**config.mk**
```make
export PLATFORM = sky130hd
export DESIGN_NAME = capture_trigger_ctrl_flat
export DESIGN_NICKNAME = d
export VERILOG_FILES = /design/src/rtl/capture_trigger_ctrl_if.sv /design/src/rtl/capture_trigger_ctrl.sv /design/src/flat_wrapper.sv
export SDC_FILE = /design/constraint.sdc
export NUM_CORES = 1
export LEC_CHECK = 0
export ABC_AREA = 1
export CORE_UTILIZATION = 60
export CTS_CLUSTER_SIZE = 14
export DETAILED_ROUTE_END_ITERATION = 10
export PLACE_DENSITY = 0.89
export SETUP_SLACK_MARGIN = 0.4
export SLEW_MARGIN = 20
export SYNTH_ARGS = -nofsm -noshare
export SYNTH_HDL_FRONTEND = slang
export SYNTH_SLANG_ARGS = --single-unit
export TNS_END_PERCENT = 5
```
**constraint.sdc**
```tcl
create_clock -name iClk -period 3 [get_ports iClk]
set_clock_uncertainty 0.1 [all_clocks]
set_input_delay 0.6 -clock iClk [delete_from_list [all_inputs] [get_ports iClk]]
set_output_delay 0.6 -clock iClk [all_outputs]
set_load 0.005 [all_outputs]
```
**src/rtl/capture_trigger_ctrl_if.sv**
```systemverilog
// capture_trigger_ctrl_if
//   Groups the control, sample-input and burst-output signals of
//   capture_trigger_ctrl into one bundle.
//   Signals keep the names of the original flat ports.
//   Inputs to the block:
//     iArm, iForce, iEdge, iThresh[DWID], iValid, iData[DWID]
//   Outputs from the block:
//     oTrig, oND, oData[DWID], oBusy, oDone, oPreCnt[$clog2(PRE_DEPTH)+1]
//   Modports:
//     master : drives the inputs and observes the outputs (source / bench side)
//     slave  : the capture block itself
interface capture_trigger_ctrl_if #(
   parameter int DWID      = 16,
   parameter int PRE_DEPTH = 8
);
   localparam int PCW = $clog2(PRE_DEPTH) + 1;

   logic            iArm;
   logic            iForce;
   logic            iEdge;
   logic [DWID-1:0] iThresh;
   logic            iValid;
   logic [DWID-1:0] iData;
   logic            oTrig;
   logic            oND;
   logic [DWID-1:0] oData;
   logic            oBusy;
   logic            oDone;
   logic [PCW-1:0]  oPreCnt;

   modport master (
      output iArm, iForce, iEdge, iThresh, iValid, iData,
      input  oTrig, oND, oData, oBusy, oDone, oPreCnt
   );

   modport slave (
      input  iArm, iForce, iEdge, iThresh, iValid, iData,
      output oTrig, oND, oData, oBusy, oDone, oPreCnt
   );
endinterface

```
**src/rtl/capture_trigger_ctrl.sv**
```systemverilog
// capture_trigger_ctrl
//   Pre/post-trigger capture stage feeding the text-file data writer.
//   Keeps a circular history of up to PRE_DEPTH samples while armed.
//   It detects a signed threshold crossing, or a forced trigger.
//   It then emits a one-cycle trigger pulse followed by a contiguous burst.
//   The burst holds the retained history first, then POST_LEN live samples.
//   The first live sample is the trigger sample itself.
//   Ports:
//     iClk   : clock, rising edge
//     iRst_n : asynchronous active-low reset
//     bus    : capture_trigger_ctrl_if.slave
//              inputs : iArm, iForce, iEdge, iThresh, iValid, iData
//              outputs: oTrig, oND, oData, oBusy, oDone, oPreCnt
//              all outputs are registered
module capture_trigger_ctrl #(
   parameter int DWID      = 16,
   parameter int PRE_DEPTH = 8,
   parameter int POST_LEN  = 64
) (
   input  logic                   iClk,
   input  logic                   iRst_n,
   capture_trigger_ctrl_if.slave  bus
);

   localparam int AW  = $clog2(2 * PRE_DEPTH);
   localparam int OCW = $clog2(PRE_DEPTH) + 2;
   localparam int PCW = $clog2(PRE_DEPTH) + 1;
   localparam int CW  = $clog2(POST_LEN + 1);

   typedef enum logic [2:0] {
      S_IDLE,
      S_ARMED,
      S_TRIG,
      S_STREAM,
      S_DONE
   } state_t;

   state_t                 state_q;
   logic [DWID-1:0]        mem [2*PRE_DEPTH];
   logic [AW-1:0]          wr_ptr_q, rd_ptr_q;
   logic [OCW-1:0]         occ_q, occ_d;
   logic [CW-1:0]          post_cnt_q, post_cnt_d;
   logic signed [DWID-1:0] prev_q;
   logic                   prev_vld_q;

   logic                   oTrig_q, oND_q, oBusy_q, oDone_q;
   logic [DWID-1:0]        oData_q;
   logic [PCW-1:0]         oPreCnt_q;

   logic signed [DWID-1:0] cur, thr;
   logic                   rise_hit, fall_hit, trig_hit;
   logic                   wr_en, rd_en, drop;

   always_comb begin
      cur      = $signed(bus.iData);
      thr      = $signed(bus.iThresh);
      rise_hit = prev_vld_q && (prev_q < thr) && (cur >= thr);
      fall_hit = prev_vld_q && (prev_q > thr) && (cur <= thr);
      // iArm on the same cycle clears the history, so it also discards the sample.
      trig_hit = (state_q == S_ARMED) && !bus.iArm && bus.iValid &&
                 (bus.iForce || (bus.iEdge ? fall_hit : rise_hit));
      wr_en    = ((state_q == S_ARMED) && !bus.iArm && bus.iValid) ||
                 (((state_q == S_TRIG) || (state_q == S_STREAM)) && bus.iValid &&
                  (post_cnt_q < CW'(POST_LEN)));
      rd_en    = (state_q == S_STREAM) && (occ_q != '0);
      // A full history drops its oldest entry, except on the trigger write.
      drop     = (state_q == S_ARMED) && wr_en && !trig_hit &&
                 (occ_q == OCW'(PRE_DEPTH));

      occ_d = occ_q;
      if (wr_en && !(rd_en || drop))
         occ_d = occ_q + OCW'(1);
      else if (!wr_en && rd_en)
         occ_d = occ_q - OCW'(1);

      post_cnt_d = post_cnt_q;
      if (wr_en && ((state_q == S_TRIG) || (state_q == S_STREAM)))
         post_cnt_d = post_cnt_q + CW'(1);
   end

   // Sample storage is not reset; occupancy alone defines which words are live.
   always_ff @(posedge iClk) begin
      if (wr_en)
         mem[wr_ptr_q] <= bus.iData;
   end

   always_ff @(posedge iClk or negedge iRst_n) begin
      if (!iRst_n) begin
         state_q    <= S_IDLE;
         wr_ptr_q   <= '0;
         rd_ptr_q   <= '0;
         occ_q      <= '0;
         post_cnt_q <= '0;
         prev_q     <= '0;
         prev_vld_q <= 1'b0;
         oTrig_q    <= 1'b0;
         oND_q      <= 1'b0;
         oData_q    <= '0;
         oBusy_q    <= 1'b0;
         oDone_q    <= 1'b0;
         oPreCnt_q  <= '0;
      end else begin
         oTrig_q <= 1'b0;
         oND_q   <= 1'b0;
         occ_q   <= occ_d;
         if (wr_en)
            wr_ptr_q <= wr_ptr_q + AW'(1);
         if (rd_en || drop)
            rd_ptr_q <= rd_ptr_q + AW'(1);
         if (rd_en) begin
            oND_q   <= 1'b1;
            oData_q <= mem[rd_ptr_q];
         end

         case (state_q)
            S_IDLE, S_DONE, S_ARMED: begin
               if (bus.iArm) begin
                  state_q    <= S_ARMED;
                  oBusy_q    <= 1'b1;
                  oDone_q    <= 1'b0;
                  wr_ptr_q   <= '0;
                  rd_ptr_q   <= '0;
                  occ_q      <= '0;
                  post_cnt_q <= '0;
                  prev_vld_q <= 1'b0;
                  oPreCnt_q  <= '0;
               end else if (state_q == S_ARMED && bus.iValid) begin
                  if (trig_hit) begin
                     state_q    <= S_TRIG;
                     oPreCnt_q  <= occ_q[PCW-1:0];
                     post_cnt_q <= CW'(1);
                  end else begin
                     prev_q     <= cur;
                     prev_vld_q <= 1'b1;
                  end
               end
            end
            S_TRIG: begin
               // The pulse becomes visible in the first STREAM cycle.
               // This places it directly ahead of the first oND.
               oTrig_q    <= 1'b1;
               post_cnt_q <= post_cnt_d;
               state_q    <= S_STREAM;
            end
            S_STREAM: begin
               post_cnt_q <= post_cnt_d;
               if (post_cnt_d == CW'(POST_LEN) && occ_d == '0) begin
                  state_q <= S_DONE;
                  oBusy_q <= 1'b0;
                  oDone_q <= 1'b1;
               end
            end
            default: state_q <= S_IDLE;
         endcase
      end
   end

   assign bus.oTrig   = oTrig_q;
   assign bus.oND     = oND_q;
   assign bus.oData   = oData_q;
   assign bus.oBusy   = oBusy_q;
   assign bus.oDone   = oDone_q;
   assign bus.oPreCnt = oPreCnt_q;

endmodule
```
**src/flat_wrapper.sv**
```systemverilog
// flat-port wrapper written by rule: the top's interface ports become plain ports
module capture_trigger_ctrl_flat 
#(
   parameter int DWID      = 16,
   parameter int PRE_DEPTH = 8,
   parameter int POST_LEN  = 64
)
  (iClk, iRst_n, bus_iArm, bus_iForce, bus_iEdge, bus_iThresh, bus_iValid, bus_iData, bus_oTrig, bus_oND, bus_oData, bus_oBusy, bus_oDone, bus_oPreCnt);
  capture_trigger_ctrl_if #(.DWID(DWID), .PRE_DEPTH(PRE_DEPTH)) bus_i ();
  input  logic iClk;
  input  logic iRst_n;
  input wire logic [$bits(bus_i.iArm)-1:0] bus_iArm;
  input wire logic [$bits(bus_i.iForce)-1:0] bus_iForce;
  input wire logic [$bits(bus_i.iEdge)-1:0] bus_iEdge;
  input wire logic [$bits(bus_i.iThresh)-1:0] bus_iThresh;
  input wire logic [$bits(bus_i.iValid)-1:0] bus_iValid;
  input wire logic [$bits(bus_i.iData)-1:0] bus_iData;
  output wire logic [$bits(bus_i.oTrig)-1:0] bus_oTrig;
  output wire logic [$bits(bus_i.oND)-1:0] bus_oND;
  output wire logic [$bits(bus_i.oData)-1:0] bus_oData;
  output wire logic [$bits(bus_i.oBusy)-1:0] bus_oBusy;
  output wire logic [$bits(bus_i.oDone)-1:0] bus_oDone;
  output wire logic [$bits(bus_i.oPreCnt)-1:0] bus_oPreCnt;
  assign bus_i.iArm = bus_iArm;
  assign bus_i.iForce = bus_iForce;
  assign bus_i.iEdge = bus_iEdge;
  assign bus_i.iThresh = bus_iThresh;
  assign bus_i.iValid = bus_iValid;
  assign bus_i.iData = bus_iData;
  assign bus_oTrig = bus_i.oTrig;
  assign bus_oND = bus_i.oND;
  assign bus_oData = bus_i.oData;
  assign bus_oBusy = bus_i.oBusy;
  assign bus_oDone = bus_i.oDone;
  assign bus_oPreCnt = bus_i.oPreCnt;
  capture_trigger_ctrl #(.DWID(DWID), .PRE_DEPTH(PRE_DEPTH), .POST_LEN(POST_LEN)) u_core (.iClk(iClk), .iRst_n(iRst_n), .bus(bus_i));
endmodule
```
### Word level (Yosys, flattened, before mapping)

Memories as Yosys holds them, arrays and structs flattened. A register that Yosys moved wholly into a read port is not among the register bits.
Index checks and enable logic that the tools add are counted.

* word-level logic and storage cells: 115
* memory bits (writable): 256
* latch bits: 0
* memories: 1
* bits in read-only memories: 0
* output and inout port bits: 24
* flip-flop bits (word level): 48
* input bits: 38

* reduce and logical (&&, ||, !) cells: 42
* shift-type cells: 0
* equality and inequality tests: 11
* order comparisons: 5
* bitwise operators: 2
* mux-type cells: 37
* div/mod/pow operators: 0
* $mul: 0
* add/subtract/negate cells: 5

Memory list
* u_core.mem: depth 16, width 16, read ports 1, clocked after memory_dff 1, write ports 1, line capture_trigger_ctrl.sv:39 `logic [DWID-1:0] mem [2*PRE_DEPTH];`

Operators with widths (number)
* 2-to-1 mux 4 bit: 9
* 2-to-1 mux 7 bit: 4
* 2-to-1 mux 5 bit: 4
* logical AND 1 bit: 18
* >= comparator 16 bit: 1
* > comparator 16 bit: 1
* <= comparator 16 bit: 1
* less-than comparator 16 bit: 1
* AND reduction 3 bit: 5
* one-hot mux 7 bit (2 select lines): 1
* 2-to-1 mux 1 bit: 12
* 2-to-1 mux 3 bit: 4
* one-hot mux 3 bit (3 select lines): 1
* adder 4 x 1 -> 4 bit (second input constant): 2
* nonzero test 2 bit: 4
* adder 7 x 1 -> 7 bit (second input constant): 1
* == test 7 bit (second input constant): 1
* less-than comparator 7 bit (second input constant): 1
* == test 3 x 2 -> 1 bit (second input constant): 2
* != test 2 bit (second input constant): 3
* != test 3 x 2 -> 1 bit (second input constant): 2
* adder 5 x 1 -> 5 bit (second input constant): 1
* == test 5 x 4 -> 1 bit (second input constant): 1
* zero test 1 bit: 5
* 12 further kinds: 17

### Depth between registers and ports, before layout

* word-level depth: 17
* gate-level depth with buffers: 27
* gate-level depth less buffers: 27

### Least setup slack after synthesis

OpenSTA, ideal clock, no wires.

* path kind: in2reg
* from: input port bus_iThresh[15]
* to: register u_core.oBusy_q, in the netlist u_core.bus.oBusy
* arrival: 2.508 ns
* library setup time: 0.127 ns
* path buffers: 0
* data required time: 2.773 ns
* stages: 22
* slack: 0.265 ns
* path through: inv_1 > ha_1 > a21oi_1 > o21ai_0 > a21oi_1 > nand2_1 > nand2_1 > nand2_1 > nor2_1 > nand2_1 > nand3_2 > nand2_1 > nand2_2 > nand2_2 > nand2_1 > nand2_1 > nor2_1 > nand3_2 > nand2_2 > nand2_2 > nand2_1 > nand2_1

* longest elaborated chain between the ends: 17
* elaborated cells on any way between the ends: 22
* those cells by class: order compare (4); eq/ne (1); mux (2); reduce/logical (15)

Ends and longest elaborated chain
* start, declared: line flat_wrapper.sv:15 `input wire logic [$bits(bus_i.iThresh)-1:0] bus_iThresh;`
* less-than comparator 16 bit / > comparator 16 bit (equally long branches): line capture_trigger_ctrl.sv:57, capture_trigger_ctrl.sv:58
* logical AND 1 bit, on equally long branches (2 in a row): line capture_trigger_ctrl.sv:57, capture_trigger_ctrl.sv:58
* 2-to-1 mux 1 bit *: line capture_trigger_ctrl.sv:61 `(bus.iForce || (bus.iEdge ? fall_hit : rise_hit));`
* logical OR 1 bit *: line capture_trigger_ctrl.sv:61
* logical AND 1 bit *: line capture_trigger_ctrl.sv:60 `trig_hit = (state_q == S_ARMED) && !bus.iArm && bus.iValid &&`
* zero test 1 bit *: line capture_trigger_ctrl.sv:67 `drop = (state_q == S_ARMED) && wr_en && !trig_hit &&`
* logical AND 1 bit * (2 in a row): line capture_trigger_ctrl.sv:67
* logical OR 1 bit *: line capture_trigger_ctrl.sv:71 `if (wr_en && !(rd_en || drop))`
* zero test 1 bit *: line capture_trigger_ctrl.sv:71
* logical AND 1 bit *: line capture_trigger_ctrl.sv:71
* 2-to-1 mux 5 bit *: line capture_trigger_ctrl.sv:71
* zero test 5 bit *: line capture_trigger_ctrl.sv:147 `if (post_cnt_d == CW'(POST_LEN) && occ_d == '0) begin`
* logical AND 1 bit *: line capture_trigger_ctrl.sv:147
* != test 2 bit (no line) *
* AND reduction 3 bit (no line) *
* end signal, assigned: line capture_trigger_ctrl.sv:99 `oBusy_q <= 1'b0;`
* end signal, assigned: line capture_trigger_ctrl.sv:119 `oBusy_q <= 1'b1;`
* end signal, assigned: line capture_trigger_ctrl.sv:149 `oBusy_q <= 1'b0;`
* end, declared: line capture_trigger_ctrl.sv:46 `logic oTrig_q, oND_q, oBusy_q, oDone_q;`

Mark *: on every way between the ends. The rest lies on a longest branch, timed or not.
A chain may end at the register's enable or synchronous reset.

### Worst setup path in the final report

* from: register u_core.prev_q[10]
* to: register u_core.rd_ptr_q[3]

* longest elaborated chain between the ends: 13
* elaborated cells on any way between the ends: 16
* those cells by class: order compare (2); mux (4); reduce/logical (10)

Ends and longest elaborated chain
* start, declared: line capture_trigger_ctrl.sv:43 `logic signed [DWID-1:0] prev_q;`
* start signal, assigned: line capture_trigger_ctrl.sv:133 `prev_q <= cur;`
* less-than comparator 16 bit / > comparator 16 bit (equally long branches): line capture_trigger_ctrl.sv:57, capture_trigger_ctrl.sv:58
* logical AND 1 bit, on equally long branches (2 in a row): line capture_trigger_ctrl.sv:57, capture_trigger_ctrl.sv:58
* 2-to-1 mux 1 bit *: line capture_trigger_ctrl.sv:61
* logical OR 1 bit *: line capture_trigger_ctrl.sv:61
* logical AND 1 bit *: line capture_trigger_ctrl.sv:60
* zero test 1 bit *: line capture_trigger_ctrl.sv:67
* logical AND 1 bit * (2 in a row): line capture_trigger_ctrl.sv:67
* logical OR 1 bit *: line capture_trigger_ctrl.sv:108 `if (rd_en || drop)`
* 2-to-1 mux 4 bit *: line capture_trigger_ctrl.sv:108
* 2-to-1 mux 4 bit: line capture_trigger_ctrl.sv:117 `if (bus.iArm) begin`
* 2-to-1 mux 4 bit *: line capture_trigger_ctrl.sv:115 `case (state_q)`
* end signal, assigned: line capture_trigger_ctrl.sv:109 `rd_ptr_q <= rd_ptr_q + AW'(1);`
* end, declared: line capture_trigger_ctrl.sv:40 `logic [AW-1:0] wr_ptr_q, rd_ptr_q;`

Marks and branches as above.

==> flow_metrics.env <==
export IMPL_status="finished, final reports clean"
export IMPL_cts_inserted_buffers=31
export IMPL_synth_area_leaders="edfxtp_1 56%, dfrtp_1 12%, nor2_1 4.3%, ha_1 3.7%, nand2_1 3.3%"
export IMPL_pwr_share_comb_pct=31.9
export IMPL_io_buffers=61
export IMPL_synthAdderAreaFrac_pct=3.71
export IMPL_synth_nets=1203
export IMPL_htree_num_levels=1
export IMPL_cts_root_buf="clkbuf_16"
export IMPL_yosys_top_cells_count="256 x edfxtp_1, 159 x nor2_1, 123 x nand2_1"
export IMPL_hold_path_class="in -> async"
export IMPL_grt_usage_pct=29.3
export IMPL_rsz0062_at_grt="true"
export IMPL_crit_path_end_kind="flop"
export IMPL_grt_pass1_vias=9703
export IMPL_p_clk_share_pct=27.4
export IMPL_synth_top_family_by_area="simple AND/OR/NAND/NOR gates"
export IMPL_synth_xor_area_share_pct=0.759
export IMPL_diodes=0
export IMPL_dr_pass1_iters=6
export IMPL_path_clk_slew_ps=60
export IMPL_num_vias=9664
export IMPL_avgSynthCellArea_um2=12.3
export IMPL_p_per_area_mw_per_mm2=863
export IMPL_yosys_cell_types_count=44
export IMPL_cts_buffer_depth=3
export IMPL_max_vdd_ir_drop_mv=0.503
export IMPL_clock_latency_ps=560
export IMPL_final_area_mm2=0.0168
export IMPL_antenna_found_initial=0
export IMPL_coreArea_mm2=0.0226
export IMPL_rows=55
export IMPL_max_freq_mhz=353
export IMPL_required_ps=3310
export IMPL_synth_simple_area_share_pct=11.0
export IMPL_synth_edf_count=256
export IMPL_worst_slew_pin_transition_ps=979
export IMPL_ys_warn_count=0
export IMPL_synth_most_common_cell="edfxtp_1"
export IMPL_grt_max_degree=130
export IMPL_drc_errors=0
export IMPL_slew_viol_final=0
export IMPL_power_switching_uw=4890
export IMPL_fin_crit_sh_pct=94.3
export IMPL_final_antenna_net_count=0
export IMPL_place_hpwl_um=19800
export IMPL_hold_viol_final=0
export IMPL_chipWidth_um=154
export IMPL_nets=1323
export IMPL_critPathKind="reg -> reg"
export IMPL_synth_area_mm2=0.0138
export IMPL_p_int_uw=9610
export IMPL_grt_pass1_wl_um=52600
export IMPL_seq_power_share_pct=40.7
export IMPL_period_minus_slack_ps=2830
export IMPL_drtIter0Drc=1229
export IMPL_ys_seq_area_share_pct=67.1
export IMPL_synth_async_reset_ratio_pct=20.0
export IMPL_die_area_mm2=0.0237
export IMPL_dpl_cell_count=1484
export IMPL_p_leak_uw=0.00626
export IMPL_drive_gt1_share_pct=19.4
export IMPL_synth_compound_area_share_pct=10.4
export IMPL_slew_headroom_pct=34.7
export IMPL_switching_share_pct=33.7
export IMPL_synth_top_area_share_pct=55.5
export IMPL_cap_violations=0
export IMPL_critPathArrivalTime_ps=3140
export IMPL_startpoint_type="flop"
export IMPL_grt_overflow=0
export IMPL_crit_fanout=7
export IMPL_fin_cells=1554
export IMPL_die_h_um=154
export IMPL_placed_area_mm2=0.0154
export IMPL_routabilityCongestion=0.842
export IMPL_wl_um=34100
export IMPL_start_util_pct=61.1
export IMPL_tritoncts="built"
export IMPL_areaGrowthSynthToFinish_pct=21.5
export IMPL_wire_per_inst_um=22.0
export IMPL_io_pins=62
export IMPL_muxShareOfSynthArea_pct=3.33
export IMPL_vias_per_cell=6.22
export IMPL_synth_top_area_cell="edfxtp_1"
export IMPL_synth_top_flop_cell="edfxtp_1"
export IMPL_finalSetupViolations=0
export IMPL_ys_ff_latch=320
export IMPL_syn_inst=1124
export IMPL_clock_sinks=320
-- worst paths after layout --
path | slack [ps] | startpoint | cells past startpoint | to
worst max-delay path | 170 | u_core.prev_q[10]$_DFFE_PN0P_ | 19 | u_core.rd_ptr_q[3]$_DFF_PN0_
worst min-delay path | 50 | iRst_n | 1 | u_core.bus.oData[5]$_DFFE_PN0P_
min in group iClk | 380 | u_core.bus.oDone$_DFFE_PN0P_ | 2 | u_core.bus.oDone$_DFFE_PN0P_
worst min register to register | 380 | u_core.bus.oDone$_DFFE_PN0P_ | 2 | u_core.bus.oDone$_DFFE_PN0P_
max in group asynchronous | 2130 | iRst_n | 1 | u_core.rd_ptr_q[1]$_DFF_PN0_
worst max register to register | 170 | u_core.prev_q[10]$_DFFE_PN0P_ | 19 | u_core.rd_ptr_q[3]$_DFF_PN0_
-- metal layers --
| metal | GRT usage [%] | part of all wire [%] | vias to the layer above |
|---|---|---|---|
| met5 | 0 | 0 | - |
| met4 | 11.0 | 3.1 | 0 |
| met3 | 3.49 | 9.4 | 96 |
| met2 | 51.2 | 51 | 565 |
| met1 | 37.9 | 36 | 4669 |
| li1 | - | - | 4334 |
-- cells by family (layout without fill, tap and decap cells) --
family          count (synthesis)  in the layout
simple gates                  352            352
buf+inv                       131            276
flops                         320            320
xor+xnor                       12             12
fa+ha+maj                      41             41
mux                            46             46
compound gates                222            222
-- through the flow --
step           hold WS, ps  setup TNS [ps]  setup WS (ps)  util [%]  total power, uW
4_1_cts               72.0               0            377      74.0            14400
5_1_grt                108               0           26.8      74.3            15200
3_5_place_dp           365           -8870           -533      68.1            10200
3_3_place_gp           361           -6630           -465      68.1            10000
2_1_floorplan          204               0            342         -             8670
6_report              51.6               0            170      74.3            14500
-- state kept, by name (all words and copies together), names as in the netlist --
signal / cells
u_core.bus.oDone: 1
u_core.wr_ptr_q: 4
u_core.occ_q: 5
u_core.prev_vld_q: 1
u_core.bus.oPreCnt: 4
u_core.state_q: 3
u_core.bus.oData: 16
u_core.bus.oTrig: 1
u_core.post_cnt_q: 7
u_core.bus.oBusy: 1
u_core.bus.oND: 1
u_core.rd_ptr_q: 4
u_core.prev_q: 16
u_core.mem: 256
-- worst max-delay path: stages, from the launching register on --
cell	delay [ps]
dfrtp_1	430
ha_4	300
nand4_1	130
nor3_2	270
nand2_2	120
nand2_2	90
nand2_2	60
nand2_1	60
nor2_1	40
nand2_1	70
nand3_2	90
nand2_2	110
nand2_4	100
buf_4	160
nand2_2	60
inv_2	50
nor2_4	110
nand3_2	100
o21ai_2	160
a21oi_1	60
-- area by class of cell --
type	count	area, um2
flip-flops and latches	320	9300
fillers	1299	5820
multi-input cells	673	4470
repair buffers	144	1360
clock buffers	40	850
well taps	285	357
inverters	74	287
clock inverters	18	200
-- cell usage in the layout, fill, tap and decap left out, types with 4 or more instances in the layout --
cell,count
nand4_1,5
clkinv_1,6
a31oi_1,17
dlygate4sd2_1,29
buf_4,69
o221ai_1,46
nand3_2,5
o22ai_1,6
ha_1,21
o32ai_1,18
ha_4,20
nand3_1,35
buf_12,12
dfrtp_1,62
mux2i_1,46
nand2_2,18
clkbuf_8,4
clkinv_2,4
nor2_2,16
nand2_4,4
nor2_1,146
bufinv_16,4
inv_1,48
clkdlybuf4s50_1,30
a21oi_2,8
o21ai_0,80
clkbuf_1,5
edfxtp_1,256
a21oi_1,20
xor2_1,10
nand2_1,107
inv_2,22
clkbuf_16,31
o211ai_1,18
-- power by group through the flow --
| stage | Combinational [uW] | Clock (uW) | Sequential [uW] |
|---|---|---|---|
| floorplan | 2920 | 0 | 5750 |
| global placement | 4100 | 0 | 5910 |
| detailed placement | 4290 | 0 | 5950 |
| CTS | 4480 | 4000 | 5890 |
| global route | 5070 | 4160 | 5950 |
| finish | 4630 | 3970 | 5900 |
-- repair_timing --
item,CTS,global route
setup buffers,10,2
pin swaps,43,18
hold buffers,0,0
resized for setup,73,15
setup endpoints to repair,21,24
Power figures use the tool's default switching activity.
